==> config.mk <==
export PLATFORM = sky130hd
export DESIGN_NAME = ntt_masked_pwm_sched
export DESIGN_NICKNAME = d
export VERILOG_FILES = /design/src/rtl/ntt_masked_pwm_sched.sv
export SDC_FILE = /design/constraint.sdc
export NUM_CORES = 1
export LEC_CHECK = 0
export CORE_AREA = 2 2 93 59
export CTS_BUF_LIST = sky130_fd_sc_hd__clkbuf_2 sky130_fd_sc_hd__clkbuf_4 sky130_fd_sc_hd__clkbuf_8
export CTS_CLUSTER_DIAMETER = 30
export DETAILED_ROUTE_END_ITERATION = 12
export DIE_AREA = 0 0 95 61
export DONT_BUFFER_PORTS = 1
export PLACE_DENSITY = 0.81
export SLEW_MARGIN = 20
export SYNTH_ARGS = -nofsm -noshare
export SYNTH_HDL_FRONTEND = slang
export SYNTH_SLANG_ARGS = --single-unit
export TNS_END_PERCENT = 10
==> constraint.sdc <==
create_clock -name clk -period 3.7 [get_ports clk]
set_input_delay 1.11 -clock clk [delete_from_list [all_inputs] [get_ports clk]]
set_output_delay 1.11 -clock clk [all_outputs]
set_load 0.01 [all_outputs]
==> src/rtl/ntt_masked_pwm_sched.sv <==
// Address/timing sequencer feeding the masked PWM/PWMA datapath: streams u/v reads,
// aligned w reads (accumulate mode) and result writes, then pulses done.
module ntt_masked_pwm_sched #(
  parameter int unsigned NUM_COEFF  = 256,
  parameter int unsigned ADDR_WIDTH = 8,
  parameter int unsigned RD_LAT     = 1,
  parameter int unsigned MUL_LAT    = 210,
  parameter int unsigned ACC_LAT    = 264,
  parameter int unsigned CNT_WIDTH  = 10
) (
  input  logic                  clk,
  input  logic                  reset_n,
  input  logic                  zeroize,
  input  logic                  start,
  input  logic                  accumulate,
  input  logic [ADDR_WIDTH-1:0] uv_base,
  input  logic [ADDR_WIDTH-1:0] w_base,
  input  logic [ADDR_WIDTH-1:0] dst_base,
  output logic                  uv_rd_en,
  output logic [ADDR_WIDTH-1:0] uv_rd_addr,
  output logic                  w_rd_en,
  output logic [ADDR_WIDTH-1:0] w_rd_addr,
  output logic                  wr_en,
  output logic [ADDR_WIDTH-1:0] wr_addr,
  output logic                  pwm_accumulate,
  output logic                  rnd_en,
  output logic                  busy,
  output logic                  done
);

  localparam logic [CNT_WIDTH-1:0] C_NUM      = CNT_WIDTH'(NUM_COEFF);
  localparam logic [CNT_WIDTH-1:0] C_WOFS     = CNT_WIDTH'(MUL_LAT + 1);
  localparam logic [CNT_WIDTH-1:0] C_WOFS_END = CNT_WIDTH'(MUL_LAT + 1 + NUM_COEFF);
  localparam logic [CNT_WIDTH-1:0] C_WRO_M    = CNT_WIDTH'(RD_LAT + MUL_LAT);
  localparam logic [CNT_WIDTH-1:0] C_WRO_A    = CNT_WIDTH'(RD_LAT + ACC_LAT);
  localparam logic [CNT_WIDTH-1:0] C_WRE_M    = CNT_WIDTH'(RD_LAT + MUL_LAT + NUM_COEFF);
  localparam logic [CNT_WIDTH-1:0] C_WRE_A    = CNT_WIDTH'(RD_LAT + ACC_LAT + NUM_COEFF);
  localparam logic [CNT_WIDTH-1:0] C_END_M    = CNT_WIDTH'(RD_LAT + MUL_LAT + NUM_COEFF - 1);
  localparam logic [CNT_WIDTH-1:0] C_END_A    = CNT_WIDTH'(RD_LAT + ACC_LAT + NUM_COEFF - 1);

  typedef enum logic [1:0] {
    S_IDLE,
    S_RUN,
    S_DONE
  } state_t;

  state_t                  r_state;
  state_t                  w_state_nxt;
  logic [CNT_WIDTH-1:0]    r_cyc;
  logic [CNT_WIDTH-1:0]    w_cyc_nxt;
  logic                    w_latch;
  logic                    r_acc;
  logic [ADDR_WIDTH-1:0]   r_uv_base;
  logic [ADDR_WIDTH-1:0]   r_w_base;
  logic [ADDR_WIDTH-1:0]   r_dst_base;

  logic                    w_run;
  logic [CNT_WIDTH-1:0]    w_end;
  logic [CNT_WIDTH-1:0]    w_wro;
  logic [CNT_WIDTH-1:0]    w_wre;

  assign w_end = r_acc ? C_END_A : C_END_M;
  assign w_wro = r_acc ? C_WRO_A : C_WRO_M;
  assign w_wre = r_acc ? C_WRE_A : C_WRE_M;

  always_comb begin
    w_state_nxt = r_state;
    w_cyc_nxt   = r_cyc;
    w_latch     = 1'b0;
    case (r_state)
      S_IDLE: begin
        if (start) begin
          w_state_nxt = S_RUN;
          w_cyc_nxt   = '0;
          w_latch     = 1'b1;
        end
      end
      S_RUN: begin
        w_cyc_nxt = r_cyc + 1'b1;
        if (r_cyc == w_end) begin
          w_state_nxt = S_DONE;
        end
      end
      S_DONE: begin
        w_state_nxt = S_IDLE;
        w_cyc_nxt   = '0;
      end
      default: begin
        w_state_nxt = S_IDLE;
        w_cyc_nxt   = '0;
      end
    endcase
  end

  // zeroize takes priority over the next-state decode, so start+zeroize stays IDLE
  always_ff @(posedge clk or negedge reset_n) begin
    if (!reset_n) begin
      r_state    <= S_IDLE;
      r_cyc      <= '0;
      r_acc      <= 1'b0;
      r_uv_base  <= '0;
      r_w_base   <= '0;
      r_dst_base <= '0;
    end else if (zeroize) begin
      r_state    <= S_IDLE;
      r_cyc      <= '0;
      r_acc      <= 1'b0;
      r_uv_base  <= '0;
      r_w_base   <= '0;
      r_dst_base <= '0;
    end else begin
      r_state <= w_state_nxt;
      r_cyc   <= w_cyc_nxt;
      if (w_latch) begin
        r_acc      <= accumulate;
        r_uv_base  <= uv_base;
        r_w_base   <= w_base;
        r_dst_base <= dst_base;
      end
    end
  end

  assign w_run = (r_state == S_RUN);

  // addresses are forced to zero outside their enable window
  always_comb begin
    uv_rd_en   = w_run && (r_cyc < C_NUM);
    w_rd_en    = w_run && r_acc && (r_cyc >= C_WOFS) && (r_cyc < C_WOFS_END);
    wr_en      = w_run && (r_cyc >= w_wro) && (r_cyc < w_wre);
    uv_rd_addr = '0;
    w_rd_addr  = '0;
    wr_addr    = '0;
    if (uv_rd_en) uv_rd_addr = r_uv_base + ADDR_WIDTH'(r_cyc);
    if (w_rd_en)  w_rd_addr  = r_w_base + ADDR_WIDTH'(r_cyc - C_WOFS);
    if (wr_en)    wr_addr    = r_dst_base + ADDR_WIDTH'(r_cyc - w_wro);
  end

  assign pwm_accumulate = r_acc;
  assign rnd_en         = w_run;
  assign done           = (r_state == S_DONE);
  assign busy           = w_run || done;

endmodule

# Word level (Yosys, flattened, before mapping)
# Cells that the tools add are included.
# word_totals
reg_bits	37
out_inout_bits	31
# classes
reduce_logical	10
eq_ne	5
n_addsub	6
order_cmp	5
n_mux	23
# ops
operator	n
8-bit 2-to-1 mux	9
10-bit 2-to-1 mux	4
8-bit adder	3
10-bit by 9-bit < comparator with 1-bit output (second input constant)	2
10-bit case mux with 2 select lines	1
10-bit by 1-bit adder with 10-bit output (second input constant)	1
10-bit equality test	1
10-bit by 8-bit greater-or-equal comparator with 1-bit output (second input constant)	1
10-bit by 9-bit greater-or-equal comparator with 1-bit output	1
10-bit < comparator	1
9-bit 2-to-1 mux	1
8-bit subtractor	1
8-bit subtractor (second input constant)	1
1-bit logical AND	6
2-bit 2-to-1 mux	3
1-bit 2-to-1 mux	4
2-bit case mux with 2 select lines	1
3-bit by 2-bit inequality test with 1-bit output (second input constant)	1
3-bit inequality test (second input constant)	1
2-bit by 1-bit equality test with 1-bit output (second input constant)	1
2-bit equality test (second input constant)	1
2-bit zero test	1
2-bit AND reduction	1
2-bit nonzero test	1
1-bit logical OR	1

# Longest topological paths before layout
# Gate-level depths: netlist (run 1).
# depth
depth_word	5
ltp_mapped	11

# Worst setup path before layout (run 1)
# Ideal clock, no wire load.
# synth_timing
path_type	register to output
from	register r_acc (netlist: pwm_accumulate)
to	output wr_addr[6]
path_slack_ps	216
stages_incl_launch_ff	9
arrival_time_ps	2374
required_ps	2590
n_path_buf	0
cell_sequence	dfrtp_1 -> fa_1 -> inv_1 -> fa_1 -> nor2b_1 -> o31a_1 -> o21ai_0 -> nor3b_1 -> nor3_2
# synth_between
elab_chain_len	5
elab_cells_between_ends	9
classes_between	2 x add/sub; 2 x order compare; 3 x mux; 2 x reduce/logical
# synth_lines
element	line_no	text
start: declaration	52	logic r_acc;
start signal: assignment	115	r_acc <= accumulate;
parallel branches: the longest is 4 deep, another holds 8-bit subtractor	n/a	
8-bit 2-to-1 mux *	135	if (wr_en) wr_addr = r_dst_base + ADDR_WIDTH'(r_cyc - w_wro);
end: declaration	24	output logic [ADDR_WIDTH-1:0] wr_addr,
# Every way passes the cells marked *.

# Worst setup path in the final report (run 1)
# layout_timing
from	register r_acc (netlist: pwm_accumulate)
to	output wr_addr[7]
# Same word-level chain as after synthesis.

==> results.sh, run 1 <==
export IMPL_power_density_nw_per_um2=300
export IMPL_fp_dieArea_um2=5800
export IMPL_cp_end_kind="output port"
export IMPL_max_stage_delay_ps=470
export IMPL_worst_slew_pin_transition_ps=903
export IMPL_area_growth_pct=8.49
export IMPL_r2r_start="pwm_accumulate"
export IMPL_syn_nets=452
export IMPL_wl_per_cell_um=16.9
export IMPL_setup_viol=0
export IMPL_start_util=0.637
export IMPL_cellLeakagePower_nw=1.66
export IMPL_r2r_end="r_state[0]"
export IMPL_antenna_found_initial=0
export IMPL_grt_ovfl_total=0
export IMPL_regToRegSetupSlack_ps=1700
export IMPL_die_h_um=61
export IMPL_setup_tns_final_ps=0
export IMPL_worstSetupPathType="register to output port"
export IMPL_run_status="completed"
export IMPL_period_minus_slack_ps=3600
export IMPL_nets=457
export IMPL_cts_hold_buf=0
export IMPL_cts_sinks=37
export IMPL_rsz0062_at_grt="yes"
export IMPL_clkTransAtPathRegs_ps=70
export IMPL_synth_flop_cell="dfrtp_1"
export IMPL_ctsLongestPathBuffers=2
export IMPL_worstRegToRegCells=7
export IMPL_synth_seq_cells=37
export IMPL_vias=2593
export IMPL_first_pass_iters=4
export IMPL_final_cell_count_no_fill=445
export IMPL_hold_viol=0
export IMPL_crit_slowest_cell="fa_1"
export IMPL_core_area_um2=4930
export IMPL_antenna_cells=0
export IMPL_numCtsBuffers=5
export IMPL_crit_fanout=5
export IMPL_hold_ws_ps=512
export IMPL_worst_path_stages=8
export IMPL_htreeDepth=2
export IMPL_grt_pass1_wl_um=11800
export IMPL_drive_gt1_frac=0.0976
export IMPL_async_flop_share=1.00
export IMPL_syn_area_um2=3140
export IMPL_start_kind="register"
export IMPL_drt_iter0_drc=183
export IMPL_cp_required_ps=2590
export IMPL_wirelength_um=7500
export IMPL_rows=20
export IMPL_max_cap_violations=0
export IMPL_grt_max_degree=38
export IMPL_gp_congestion=0.902
export IMPL_via_per_inst=5.83
export IMPL_antenna_left=0
export IMPL_slew_headroom=0.397
export IMPL_cp_startpoint="pwm_accumulate"
export IMPL_finClkSkew_ps=4.51
export IMPL_drv_slew=0
export IMPL_min_path_type="input pin to asynchronous set/reset pin"
export IMPL_cts_root_buf="clkbuf_8"
export IMPL_endpoint="wr_addr[7]"
export IMPL_numPortBuffers=0
export IMPL_fmax_ghz=0.278
export IMPL_total_power_mw=1.02
export IMPL_critPathTopFamily="adder cells"
export IMPL_die_width_um=95
export IMPL_insertion_delay_ps=290
export IMPL_cts_tree="built"
export IMPL_worstPathArrival_ps=2490
export IMPL_synth_edf_count=0
export IMPL_grt_pass1_vias=2456
export IMPL_fin_crit_sh=0.974
export IMPL_io_pins=60
export IMPL_synth_warnings=0
export IMPL_dp_cells=433
export IMPL_path_cells="buf_4, fa_1, ha_1, nand4_1, a21oi_1, and3b_1, xnor2_1, nor2_1"
export IMPL_drc=0
export IMPL_grt_total_usage=0.273
export IMPL_synthCells=374
export IMPL_cp_buffers_inverters=1
export IMPL_synth_cell_types=48
export IMPL_avgSynthCellArea_um2=8.39
export IMPL_hpwl_um=5660
export IMPL_ir_drop_mv=0.239
export IMPL_synth_seq_area_share=0.295
==> power breakdown <==
part	internal, mW	switching (mW)
clock	0.155	0.131
sequential	0.429	0.0208
combinational	0.117	0.170
==> timing repair <==
action                                  CTS  global route
gates cloned                              0             0
pin swaps                                 3             1
hold endpoints to repair                  0             0
endpoints found under the setup margin    3             6
setup buffers                             3             2
gates resized for setup                   4            13
==> routing by layer <==
metal	track usage	wire (um)
met5	0	0
met4	0.0683	57
met3	0.0770	733
met2	0.400	3210
met1	0.402	3500
==> synth_stat cells (2+ instances only) <==
| library cell | count | area [um2] |
|---|---|---|
| buf_1 | 2 | 7.51 |
| nand4_1 | 4 | 25.0 |
| nor3b_1 | 4 | 30.0 |
| nor2_1 | 33 | 124 |
| clkbuf_1 | 7 | 26.3 |
| xor2_1 | 8 | 70.1 |
| nor3_2 | 3 | 30.0 |
| nor3_1 | 6 | 30.0 |
| nand3_1 | 5 | 25.0 |
| dfrtp_1 | 37 | 926 |
| fa_1 | 7 | 140 |
| and3b_1 | 2 | 17.5 |
| nor2b_1 | 6 | 37.5 |
| or3_1 | 3 | 18.8 |
| inv_1 | 40 | 150 |
| o21ai_0 | 4 | 20.0 |
| o31ai_1 | 3 | 22.5 |
| a211oi_1 | 3 | 22.5 |
| nand2_1 | 60 | 225 |
| a21oi_1 | 37 | 185 |
| xnor2_1 | 15 | 131 |
| nand4b_1 | 2 | 17.5 |
| and2_1 | 4 | 25.0 |
| buf_2 | 2 | 10.0 |
| o21a_1 | 6 | 45.0 |
| ha_1 | 42 | 526 |
| a21o_1 | 8 | 60.1 |
==> kinds of logic (layout without fill, tap and decap cells) <==
family	count (synthesis)	count (layout)	synth area share
and+or+nand+nor	140	140	0.217
AOI/OAI and AO/OA	71	71	0.142
buffers and inverters	53	58	0.0670
adders and majority gates	49	49	0.212
DFF	37	37	0.295
xor gates and xnor gates	23	23	0.0642
muxes	1	1	0.00319
==> stage by stage <==
step	setup WS [ps]	utilization	area [um2]
final	96.9	0.691	3410
after CTS	41.4	0.675	3330
after floorplan	216	-	3140
after global routing	-34.6	0.691	3410
after global placement	269	0.651	3210
after detailed placement	224	0.651	3210
==> worst min path at each step <==
stage / startpoint / end / depth (start not counted)
final: reset_n / r_uv_base[6] / 0
after global routing: reset_n / r_dst_base[7] / 0
after detailed placement: r_w_base[5] / r_w_base[5] / 2
after floorplan: r_state[1] / r_state[1] / 2
after CTS: reset_n / r_uv_base[1] / 0
after global placement: r_w_base[5] / r_w_base[5] / 2
==> area by class of cell <==
cell class | count | area [um2]
tap | 66 | 82.6
clock buffer | 7 | 90.1
inverter | 40 | 150
timing repair buffer | 11 | 82.6
multi-input combinational | 284 | 2070
fill | 415 | 1520
sequential | 37 | 931
==> sequential cells by signal, indices dropped and copies added, names as in the netlist <==
register	cells
r_cyc	10
r_dst_base	8
r_uv_base	8
r_w_base	8
r_state	2
pwm_accumulate	1
==> layout by cell type, fill, tap and decap left out, drive strengths merged, types with 2 or more instances in the layout <==
| master | n |
|---|---|
| xor2 | 8 |
| nand4b | 2 |
| o31ai | 3 |
| dfrtp | 37 |
| nor2b | 6 |
| o21a | 6 |
| nor3 | 9 |
| nor2 | 33 |
| xnor2 | 15 |
| nand3 | 5 |
| nand2 | 60 |
| a21o | 8 |
| ha | 42 |
| inv | 40 |
| and3b | 2 |
| a21oi | 37 |
| and2 | 4 |
| a211oi | 4 |
| fa | 7 |
| or3 | 3 |
| nor3b | 5 |
| o21ai | 4 |
| buf | 11 |
| nand4 | 4 |
| clkbuf | 7 |
Note: power is estimated with default switching activity, not from simulation.
==> inputs of run 2 (changes only) <==
Settings changed: MAX_ROUTING_LAYER set to met4.
==> run 2 against run 1 <==
Compared with the run above:
- clock skew is 0.77 ps higher
- clock power is essentially flat
- critical path type unchanged
- global-route usage grew 0.81 points
- cell count unchanged
- sequential power is essentially flat
- utilization is the same
- die area did not move
- critical path depth is the same
- cell area stayed put
- flip-flop and latch count did not move
==> results.sh, run 2 (synthesis gave the netlist of run 1 again) <==
export IMPL_slew_headroom=0.404
export IMPL_regToRegSetupSlack_ps=1690
export IMPL_start_kind="register"
export IMPL_htreeDepth=2
export IMPL_crit_slowest_cell="fa_1"
export IMPL_path_cells="buf_4, fa_1, ha_1, nand4_1, a21oi_1, and3b_1, xnor2_1, nor2_1"
export IMPL_fp_dieArea_um2=5800
export IMPL_hpwl_um=5660
export IMPL_total_power_mw=1.02
export IMPL_cp_startpoint="pwm_accumulate"
export IMPL_cp_buffers_inverters=1
export IMPL_top_register="r_cyc"
export IMPL_rsz0062_at_grt="yes"
export IMPL_cts_sinks=37
export IMPL_crit_fanout=5
export IMPL_worstRegToRegCells=7
export IMPL_run_status="completed"
export IMPL_cts_hold_buf=0
export IMPL_finClkSkew_ps=5.28
export IMPL_period_minus_slack_ps=3600
export IMPL_min_path_type="input pin to asynchronous set/reset pin"
export IMPL_final_common_cell="nand2_1"
export IMPL_fmax_ghz=0.278
export IMPL_grt_max_degree=38
export IMPL_r2r_start="pwm_accumulate"
export IMPL_numCtsBuffers=5
export IMPL_cts_tree="built"
export IMPL_start_util=0.637
export IMPL_hold_viol=0
export IMPL_die_width_um=95
export IMPL_drv_slew=0
export IMPL_ctsLongestPathBuffers=2
export IMPL_n_fill_cell=415
export IMPL_rows=20
export IMPL_grt_pass1_wl_um=11800
export IMPL_clkTransAtPathRegs_ps=70
export IMPL_drc=0
export IMPL_worst_slew_pin_transition_ps=892
export IMPL_insertion_delay_ps=280
export IMPL_numPortBuffers=0
export IMPL_first_pass_iters=4
export IMPL_power_density_nw_per_um2=300
export IMPL_worstPathArrival_ps=2490
export IMPL_grt_ovfl_total=0
export IMPL_drt_iter0_drc=212
export IMPL_vias=2587
export IMPL_final_cell_mix="60 x nand2_1, 40 x inv_1, 39 x ha_1"
export IMPL_io_pins=60
export IMPL_max_cap_violations=0
export IMPL_wl_per_cell_um=16.8
export IMPL_gp_congestion=0.918
export IMPL_final_util=0.691
export IMPL_cp_end_kind="output port"
export IMPL_largest_reg_flops=10
export IMPL_die_h_um=61
export IMPL_critPathTopFamily="adder cells"
export IMPL_worstSetupPathType="register to output port"
export IMPL_via_per_inst=5.81
export IMPL_wirelength_um=7490
export IMPL_grt_total_usage=0.281
export IMPL_cts_root_buf="clkbuf_8"
export IMPL_antenna_cells=0
export IMPL_place_ws_ps=224
export IMPL_antenna_left=0
export IMPL_drive_gt1_frac=0.0976
export IMPL_r2r_end="r_state[0]"
export IMPL_setup_tns_final_ps=0
export IMPL_worst_slack_ps=101
export IMPL_antenna_found_initial=0
export IMPL_fin_crit_sh=0.973
export IMPL_grt_pass1_vias=2459
export IMPL_ir_drop_mv=0.242
export IMPL_cellLeakagePower_nw=1.66
export IMPL_cp_required_ps=2590
export IMPL_max_stage_delay_ps=470
export IMPL_nets=457
export IMPL_worst_path_stages=8
export IMPL_setup_viol=0
export IMPL_endpoint="wr_addr[7]"
export IMPL_area_growth_pct=8.49
export IMPL_core_area_um2=4930
==> run 2: cell counts in the layout (fill, tap and decap cells not counted) <==
Identical to the previous run, type by type.
==> run 2: area by class of cell <==
cell class              count  area (um2)  area share
multi-input cells         284        2070       0.608
flip-flops and latches     37         931       0.273
inverters                  40         150      0.0441
clock buffers               7        90.1      0.0265
repair buffers             11        82.6      0.0242
well taps                  66        82.6      0.0242
==> run 2: per-layer routing <==
layer / share of wire / global-route usage
met3: 0.082 / 0.0584
met1: 0.48 / 0.408
met2: 0.43 / 0.400
met4: 0.0081 / 0.0745
met5: 0 / -
==> run 2: where the power goes <==
part,switching (mW),internal [mW]
registers,0.0208,0.429
clock network,0.131,0.155
logic,0.170,0.117
total,0.322,0.701
==> run 2: how the worst min path moves through the flow <==
stage / from / to / slack, ps / cells after the start
6_report: reset_n / r_uv_base[0] / 510 / 0
3_5_place_dp: r_w_base[5] / r_w_base[5] / 510 / 2
2_1_floorplan: r_state[1] / r_state[1] / 490 / 2
3_3_place_gp: r_w_base[5] / r_w_base[5] / 500 / 2
4_1_cts: reset_n / r_uv_base[1] / 510 / 0
5_1_grt: reset_n / r_dst_base[7] / 500 / 0
==> run 2: through the flow <==
stage	hold WS, ps	area [um2]	cells
6_report	514	3410	445
4_1_cts	509	3330	443
5_1_grt	497	3410	445
3_5_place_dp	513	3210	433
2_1_floorplan	488	3140	374
3_3_place_gp	504	3210	433
==> run 2: repair_timing <==
| item | CTS | global route |
|---|---|---|
| setup endpoints to repair | 3 | 6 |
| buffers inserted | 3 | 2 |
| gates resized for setup | 4 | 13 |
| hold endpoints to repair | 0 | 0 |
| gates cloned | 0 | 0 |
| pin swaps | 3 | 1 |
